**config.mk**
```make
export PLATFORM = sky130hd
export DESIGN_NAME = vec_reg_loader
export DESIGN_NICKNAME = d
export VERILOG_FILES = /design/src/rtl/vec_reg_loader.sv
export SDC_FILE = /design/constraint.sdc
export NUM_CORES = 1
export LEC_CHECK = 0
export ABC_CLOCK_PERIOD_IN_PS = 5300
export BUFFER_PORTS_ARGS = -buffer_cell sky130_fd_sc_hd__buf_2
export CAP_MARGIN = 20
export CORE_MARGIN = 3
export CORE_UTILIZATION = 40
export DETAILED_ROUTE_END_ITERATION = 7
export PLACE_DENSITY = 0.7
export SYNTH_ARGS = -nofsm -noshare
export SYNTH_HDL_FRONTEND = slang
export SYNTH_SLANG_ARGS = --single-unit
```
**constraint.sdc**
```tcl
create_clock -name clk -period 5.3 [get_ports clk]
set_clock_uncertainty 0.1 [all_clocks]
set_input_delay 0.53 -clock clk [delete_from_list [all_inputs] [get_ports clk]]
set_output_delay 0.53 -clock clk [all_outputs]
set_load 0.01 [all_outputs]
```
**src/rtl/vec_reg_loader.sv**
```systemverilog
// Gathers three strided pixels from memory, extends each to 18 bits and
// writes them as one 3-lane vector into the vector register file.
module vec_reg_loader #(
  parameter int unsigned ADDR_W  = 16,
  parameter int unsigned DATA_W  = 8,
  parameter int unsigned TIMEOUT = 15
) (
  input  logic              clk,
  input  logic              reset,
  input  logic              cmd_valid,
  output logic              cmd_ready,
  input  logic [ADDR_W-1:0] cmd_base,
  input  logic [ADDR_W-1:0] cmd_stride,
  input  logic [3:0]        cmd_dest,
  input  logic              cmd_signed,
  output logic              mem_req,
  output logic [ADDR_W-1:0] mem_addr,
  input  logic              mem_rvalid,
  input  logic [DATA_W-1:0] mem_rdata,
  output logic              we3,
  output logic [3:0]        ra3,
  output logic [2:0][17:0]  wd3,
  output logic              busy,
  output logic              done,
  output logic              err
);

  localparam int unsigned LANE_W = 18;
  localparam int unsigned CNT_W  = $clog2(TIMEOUT + 1);
  localparam logic [3:0]  FIRST_PROT = 4'd12;

  typedef enum logic [2:0] {
    S_IDLE, S_FETCH, S_WAIT, S_WRITE, S_ERR
  } state_t;

  state_t                  r_state, w_state_nx;
  logic [ADDR_W-1:0]       r_stride, w_stride_nx;
  logic [3:0]              r_dest, w_dest_nx;
  logic                    r_signed, w_signed_nx;
  logic [1:0]              r_lane_idx, w_lane_idx_nx;
  logic [CNT_W-1:0]        r_cnt, w_cnt_nx;
  logic [2:0][LANE_W-1:0]  r_lane, w_lane_nx;
  logic [ADDR_W-1:0]       r_mem_addr, w_mem_addr_nx;
  logic [3:0]              r_ra3, w_ra3_nx;
  logic [2:0][LANE_W-1:0]  r_wd3, w_wd3_nx;
  logic                    r_mem_req, r_we3, r_busy, r_done, r_err, r_cmd_ready;
  logic [LANE_W-1:0]       w_ext;

  assign w_ext = r_signed ? LANE_W'($signed(mem_rdata)) : LANE_W'(mem_rdata);

  // Next-state and next-register computation; all outputs follow the next state.
  always_comb begin
    w_state_nx    = r_state;
    w_stride_nx   = r_stride;
    w_dest_nx     = r_dest;
    w_signed_nx   = r_signed;
    w_lane_idx_nx = r_lane_idx;
    w_cnt_nx      = r_cnt;
    w_lane_nx     = r_lane;
    w_mem_addr_nx = r_mem_addr;
    w_ra3_nx      = r_ra3;
    w_wd3_nx      = r_wd3;
    case (r_state)
      S_IDLE: begin
        if (cmd_valid) begin
          w_stride_nx   = cmd_stride;
          w_dest_nx     = cmd_dest;
          w_signed_nx   = cmd_signed;
          w_lane_idx_nx = 2'd0;
          w_cnt_nx      = '0;
          w_lane_nx     = '0;
          if (cmd_dest >= FIRST_PROT) begin
            w_state_nx = S_ERR;
          end else begin
            w_state_nx    = S_FETCH;
            w_mem_addr_nx = cmd_base;
          end
        end
      end
      S_FETCH: w_state_nx = S_WAIT;
      S_WAIT: begin
        if (mem_rvalid) begin
          w_lane_nx[r_lane_idx] = w_ext;
          if (r_lane_idx == 2'd2) begin
            w_state_nx = S_WRITE;
            w_wd3_nx   = w_lane_nx;
            w_ra3_nx   = r_dest;
          end else begin
            w_state_nx    = S_FETCH;
            w_lane_idx_nx = r_lane_idx + 2'd1;
            w_cnt_nx      = '0;
            w_mem_addr_nx = r_mem_addr + r_stride;
          end
        end else begin
          w_cnt_nx = r_cnt + CNT_W'(1);
          if (r_cnt == CNT_W'(TIMEOUT - 1)) begin
            w_state_nx = S_ERR;
          end
        end
      end
      S_WRITE: w_state_nx = S_IDLE;
      S_ERR:   w_state_nx = S_IDLE;
      default: w_state_nx = S_IDLE;
    endcase
  end

  always_ff @(posedge clk or negedge reset) begin
    if (!reset) begin
      r_state     <= S_IDLE;
      r_stride    <= '0;
      r_dest      <= '0;
      r_signed    <= 1'b0;
      r_lane_idx  <= 2'd0;
      r_cnt       <= '0;
      r_lane      <= '0;
      r_mem_addr  <= '0;
      r_ra3       <= '0;
      r_wd3       <= '0;
      r_mem_req   <= 1'b0;
      r_we3       <= 1'b0;
      r_busy      <= 1'b0;
      r_done      <= 1'b0;
      r_err       <= 1'b0;
      r_cmd_ready <= 1'b1;
    end else begin
      r_state     <= w_state_nx;
      r_stride    <= w_stride_nx;
      r_dest      <= w_dest_nx;
      r_signed    <= w_signed_nx;
      r_lane_idx  <= w_lane_idx_nx;
      r_cnt       <= w_cnt_nx;
      r_lane      <= w_lane_nx;
      r_mem_addr  <= w_mem_addr_nx;
      r_ra3       <= w_ra3_nx;
      r_wd3       <= w_wd3_nx;
      r_mem_req   <= (w_state_nx == S_FETCH);
      r_we3       <= (w_state_nx == S_WRITE);
      r_done      <= (w_state_nx == S_WRITE);
      r_err       <= (w_state_nx == S_ERR);
      r_busy      <= (w_state_nx != S_IDLE);
      r_cmd_ready <= (w_state_nx == S_IDLE);
    end
  end

  assign cmd_ready = r_cmd_ready;
  assign mem_req   = r_mem_req;
  assign mem_addr  = r_mem_addr;
  assign we3       = r_we3;
  assign ra3       = r_ra3;
  assign wd3       = r_wd3;
  assign busy      = r_busy;
  assign done      = r_done;
  assign err       = r_err;

endmodule
```
# Yosys cells after proc, flatten, opt, wreduce, memory -nomap -nowiden
# Cells that the tools add are included.
# word_totals
reg_bits	163
latchBits	0
ramBits	0
rom_bits	0
input_bits	49
output_inout_bits	80
wordCells	74
n_memories	0
# op_classes
addsub	3
multipliers	0
div_mod_pow	0
magnitude_cmp	3
eq_ne	12
shifts	0
muxes	26
bitwise_logic	0
n_reduce_logical	11
# op_table
op	n
2-to-1 mux 54 bit	2
case mux 54 bit (2 select lines)	1
2-to-1 mux 16 bit	4
bitwise mux 54 bit	1
demux 18 bit (select 2 bit)	1
2-to-1 mux 18 bit	2
case mux 16 bit (2 select lines)	1
adder 16 bit	1
2-to-1 mux 3 bit	4
2-to-1 mux 4 bit	3
case mux 3 bit (3 select lines)	1
AND reduction 3 bit	3
2-to-1 mux 2 bit	4
!= test 2 bit, second input constant	4
case mux 4 bit (2 select lines)	1
equality test 3 x 1 -> 1 bit, second input constant	2
equality test 3 x 2 -> 1 bit, second input constant	2
logical NOT 3 bit	2
AND reduction 5 bit	1
adder 4 x 1 -> 4 bit, second input constant	1
equality test 4 bit, second input constant	1
greater-or-equal comparator 4 bit, second input constant	1
case mux 2 bit (2 select lines)	1
AND reduction 4 bit	1
10 further kinds	10

# Logic depth before layout (Yosys ltp)
# depth
depth_word	7
depth_mapped	10
depth_no_buf	9

# Worst setup path after synthesis
# Ideal clock, no wire load.
# synth_timing
kind	reg-to-reg
startpoint	reg r_mem_addr[0], in the netlist mem_addr[0]
endpoint	reg r_mem_addr[14], in the netlist mem_addr[14]
setup_time_ns	0.132
arrival_time_ns	2.334
required_time_ns	5.068
path_slack_ns	2.734
stages_incl_launch_ff	9
n_path_buf	0
synth_period_minus_slack_ns	2.566
cell_sequence	dfrtp_1 ha_1 fa_1 a21o_1 a21boi_0 o21ai_0 o211ai_1 a2111oi_0 or3b_1
# synth_via
elab_chain_len	4
# synth_lines
item	line_no	source
start: declaration	43	logic [ADDR_W-1:0] r_mem_addr, w_mem_addr_nx;
start signal: assignment	133	r_mem_addr <= w_mem_addr_nx;
adder 16 bit	92	w_mem_addr_nx = r_mem_addr + r_stride;
2-to-1 mux 16 bit	84	if (r_lane_idx == 2'd2) begin
2-to-1 mux 16 bit	82	if (mem_rvalid) begin
case mux 16 bit (2 select lines)	63	case (r_state)
# No other way between the ends. The select of a mux whose other input is x is not followed.
# A chain may end at the register's enable or synchronous reset.

# Worst setup path after layout
# layout_timing
startpoint	reg r_lane_idx[0]
endpoint	reg r_mem_addr[14], in the netlist mem_addr[14]
# layout_via
elab_chain_len	3
# layout_lines
item	line_no	source
start: declaration	40	logic [1:0] r_lane_idx, w_lane_idx_nx;
start signal: assignment	130	r_lane_idx <= w_lane_idx_nx;
equality test 2 bit	84	
!= test 2 bit (no line)	--	
AND reduction 5 bit (no line)	--	
# No other way between the ends.

==> impl_metrics.env <==
export IMPL_cp_max_fo=22
export IMPL_drc=0
export IMPL_cp_required_ns=5.49
export IMPL_cp_start_kind="register"
export IMPL_worstRegToRegCells=9
export IMPL_drt_wirelength_per_cell_um=15.1
export IMPL_power_density_nw_per_um2=582
export IMPL_finalSetupTns_ns=0
export IMPL_htree_levels=4
export IMPL_wirelength_mm=15.5
export IMPL_grt_max_degree=105
export IMPL_synthMuxAreaShare=0.0260
export IMPL_slowest_delay_ns=0.70
export IMPL_die_w_um=134
export IMPL_path_buf_inv=2
export IMPL_place_ws_ns=2.10
export IMPL_worst_path_most_repeated_cell="inv_1"
export IMPL_p_sw_uw=1790
export IMPL_peakVddDrop_mv=0.287
export IMPL_pwr_share_seq=0.361
export IMPL_synth_compound_area_frac=0.152
export IMPL_grt_first_pass_wirelength_mm=26.2
export IMPL_max_slew_margin_rel=0.357
export IMPL_synth_area_um2=6550
export IMPL_p_int_uw=2820
export IMPL_ys_flop_type="dfrtp_1"
export IMPL_total_leakage_power_uw=0.00428
export IMPL_finalHoldViolCount=0
export IMPL_clock_sinks=145
export IMPL_cts_tree="done"
export IMPL_die_y_um=134
export IMPL_status="completed"
export IMPL_num_vias=5147
export IMPL_vias_per_cell=4.99
export IMPL_gp_congestion=0.847
export IMPL_synth_top_family_by_area="simple AND/OR/NAND/NOR gates"
export IMPL_yosysWarnings=0
export IMPL_reg2reg_from="r_lane_idx[0]"
export IMPL_core_area_um2=15900
export IMPL_fillers=1559
export IMPL_clkPwrFrac=0.260
export IMPL_setup_ws_ns=2.08
export IMPL_multiInputGateArea_um2=2710
export IMPL_utilization=0.497
export IMPL_hp_class="in -> async"
export IMPL_synth_cell_types=48
export IMPL_grt_setup_unrepaired="false"
export IMPL_syn_area_per_cell_um2=9.47
export IMPL_register_area_um2=3630
export IMPL_cts_buffers=17
export IMPL_async_flop_share=1.00
export IMPL_synth_edf_count=0
export IMPL_r2r_setup_slack_ns=2.08
export IMPL_ys_seq_area_frac=0.554
export IMPL_grtUsageTotal=0.182
export IMPL_dp_hpwl_mm=10.6
export IMPL_first_pass_iters=4
export IMPL_synth_area_leaders="dfrtp_1, nand2_1, o21ai_0, ha_1, a21oi_1"
export IMPL_slowest_stage="o21ai_2"
export IMPL_synth_seq_cells=145
export IMPL_worstPathArrival_ns=3.41
export IMPL_yosys_area_top_type="dfrtp_1"
export IMPL_total_power_uw=4610
export IMPL_drive_gt1_frac=0.207
export IMPL_clock_path_buffers=2
export IMPL_synthXorXnorAreaFrac=0.0160
export IMPL_path_delay_family="simple AND/OR/NAND/NOR gates"
export IMPL_fmax_ghz=0.310
export IMPL_grt_ovfl_total=0
export IMPL_pin_count=129
export IMPL_root_buffer="clkbuf_16"
export IMPL_setup_viol=0
export IMPL_p_comb_frac=0.379
export IMPL_fin_nets=872
export IMPL_crit_path_cell_trace="inv_1, ha_1, nand2b_1, a31oi_1, o21ai_2, inv_1, and3_1, nand3_1, or3b_1"
export IMPL_synthSimpleGateAreaFrac=0.179
export IMPL_drv_slew=0
export IMPL_drt_initial_drc_count=367
export IMPL_postCtsResizedCells=0
export IMPL_grt_pass1_vias=5133
export IMPL_antenna_found_initial=0
export IMPL_initial_core_util=0.411
export IMPL_io_buffers=128
export IMPL_synthCells=692
export IMPL_min_period_ns=3.22
export IMPL_cap_violations=0
export IMPL_rows=46
export IMPL_syn2layout_area_growth_pct=20.9
export IMPL_postCtsSetupBuffers=0
export IMPL_r2r_end="mem_addr[14]"
export IMPL_ant_nets=0
export IMPL_synth_fp_nets=762
export IMPL_synthAdderAreaFrac=0.0412
export IMPL_cp_depth=9
export IMPL_clock_latency_ns=0.42
export IMPL_die_area_um2=18000
export IMPL_num_antenna_cells=0
export IMPL_clk_pin_slew_ns=0.06
export IMPL_path_class="reg -> reg"
export IMPL_min_period_over_period=0.608
export IMPL_cp_end_kind="register"
export IMPL_swShare=0.388
export IMPL_hold_buffers=0
export IMPL_synth_top_area_frac=0.550
export IMPL_worstMarginPinSlew_ns=0.962
export IMPL_hold_ws_ns=0.120
## synth_stat cells (all sizes together), types with 4 or more instances
cell and count:
o211ai 5, a21oi 45, mux2i 17, dfrtp 144
a31oi 5, ha 20, nor2b 4, nand2 207
nor3 5, nand3 14, a21o 23, xor2 7
clkbuf 35, xnor2 5, o21ai 64, and2 5
and3 6, buf 7, nor2 24, inv 10
a22o 9
## worst reg2reg max path, stage by stage (launching register included)
cell,delay [ns]
dfrtp_1,0.42
inv_1,0.10
ha_1,0.21
nand2b_1,0.15
a31oi_1,0.13
o21ai_2,0.70
inv_1,0.55
and3_1,0.33
nand3_1,0.06
or3b_1,0.34
## cells by family (layout without fill, tap and decap cells)
group,count (synthesis),after routing
muxes,17,17
and+or+nand+nor,278,278
buffers and inverters,53,176
DFF,145,145
xor gates and xnor gates,12,12
adders and majority gates,21,21
AOI/OAI and AO/OA,166,166
## worst max-delay path by stage
| stage | from | endpoint | slack [ns] |
|---|---|---|---|
| 2_1_floorplan | mem_addr[0] | mem_addr[14] | 2.73 |
| 3_3_place_gp | mem_rvalid | mem_addr[14] | 2.10 |
| 3_5_place_dp | mem_rvalid | mem_addr[14] | 2.10 |
| 4_1_cts | r_lane_idx[0] | mem_addr[14] | 2.10 |
| 5_1_grt | r_lane_idx[0] | mem_addr[14] | 1.77 |
| 6_report | r_lane_idx[0] | mem_addr[14] | 2.08 |
## sequential cells by signal (all words and copies together) (netlist names), 2 cells and up
register	cells
mem_addr	16
r_cnt	4
r_dest	4
r_lane	36
r_lane_idx	2
r_state	3
r_stride	16
ra3	4
wd3	54
## area by class of cell
cell class	instances	area share
Timing Repair Buffer	133	0.0864
Inverter	11	0.00521
Multi-Input combinational cell	494	0.342
Sequential cell	145	0.458
Tap cell	216	0.0341
Clock buffer	19	0.0559
Clock inverter	13	0.0180
## metrics by stage
step / area, um^2 / instances
after floorplan: 6550 / 692
after global placement: 7340 / 999
after detailed placement: 7340 / 999
after CTS: 7920 / 1031
after global routing: 7920 / 1031
final: 7920 / 1031
## layout by cell type, fill, tap and decap left out, types with 2 or more instances in the layout
cell type and count:
nand2_1 206, dfrtp_1 144, buf_2 127, o21ai_0 62
a21oi_1 45, nor2_1 24, a21o_1 22, ha_1 20
mux2i_1 17, clkbuf_16 17, nand3_1 14, inv_1 10
a22o_1 9, xor2_1 7, and3_1 6, a31oi_1 5
nor3_1 5, xnor2_1 5, and2_1 5, o211ai_1 5
buf_4 5, nor2b_1 4, inv_6 4, inv_8 4
o22ai_1 3, nand4_1 3, o21bai_1 3, nand2b_1 2
or3_1 2, a21boi_0 2, or3b_1 2, clkinv_4 2
clkinvlp_4 2
## power groups by stage
| stage | clock (uW) | sequential (uW) | combinational, uW |
|---|---|---|---|
| CTS | 1220 | 1670 | 1760 |
| detailed placement | 0 | 1690 | 1750 |
| finish | 1200 | 1670 | 1750 |
| floorplan | 0 | 1720 | 1170 |
| global placement | 0 | 1680 | 1720 |
| global route | 1270 | 1710 | 1990 |
## per-layer routing
layer  track usage  up-vias  share of wire
met3        0.0428       23          0.049
met4        0.0691        0          0.020
met1         0.253     2428           0.47
li1              -     2563              -
met5             0        -              0
met2         0.278      133           0.46
(Power assumes the default switching activity.)
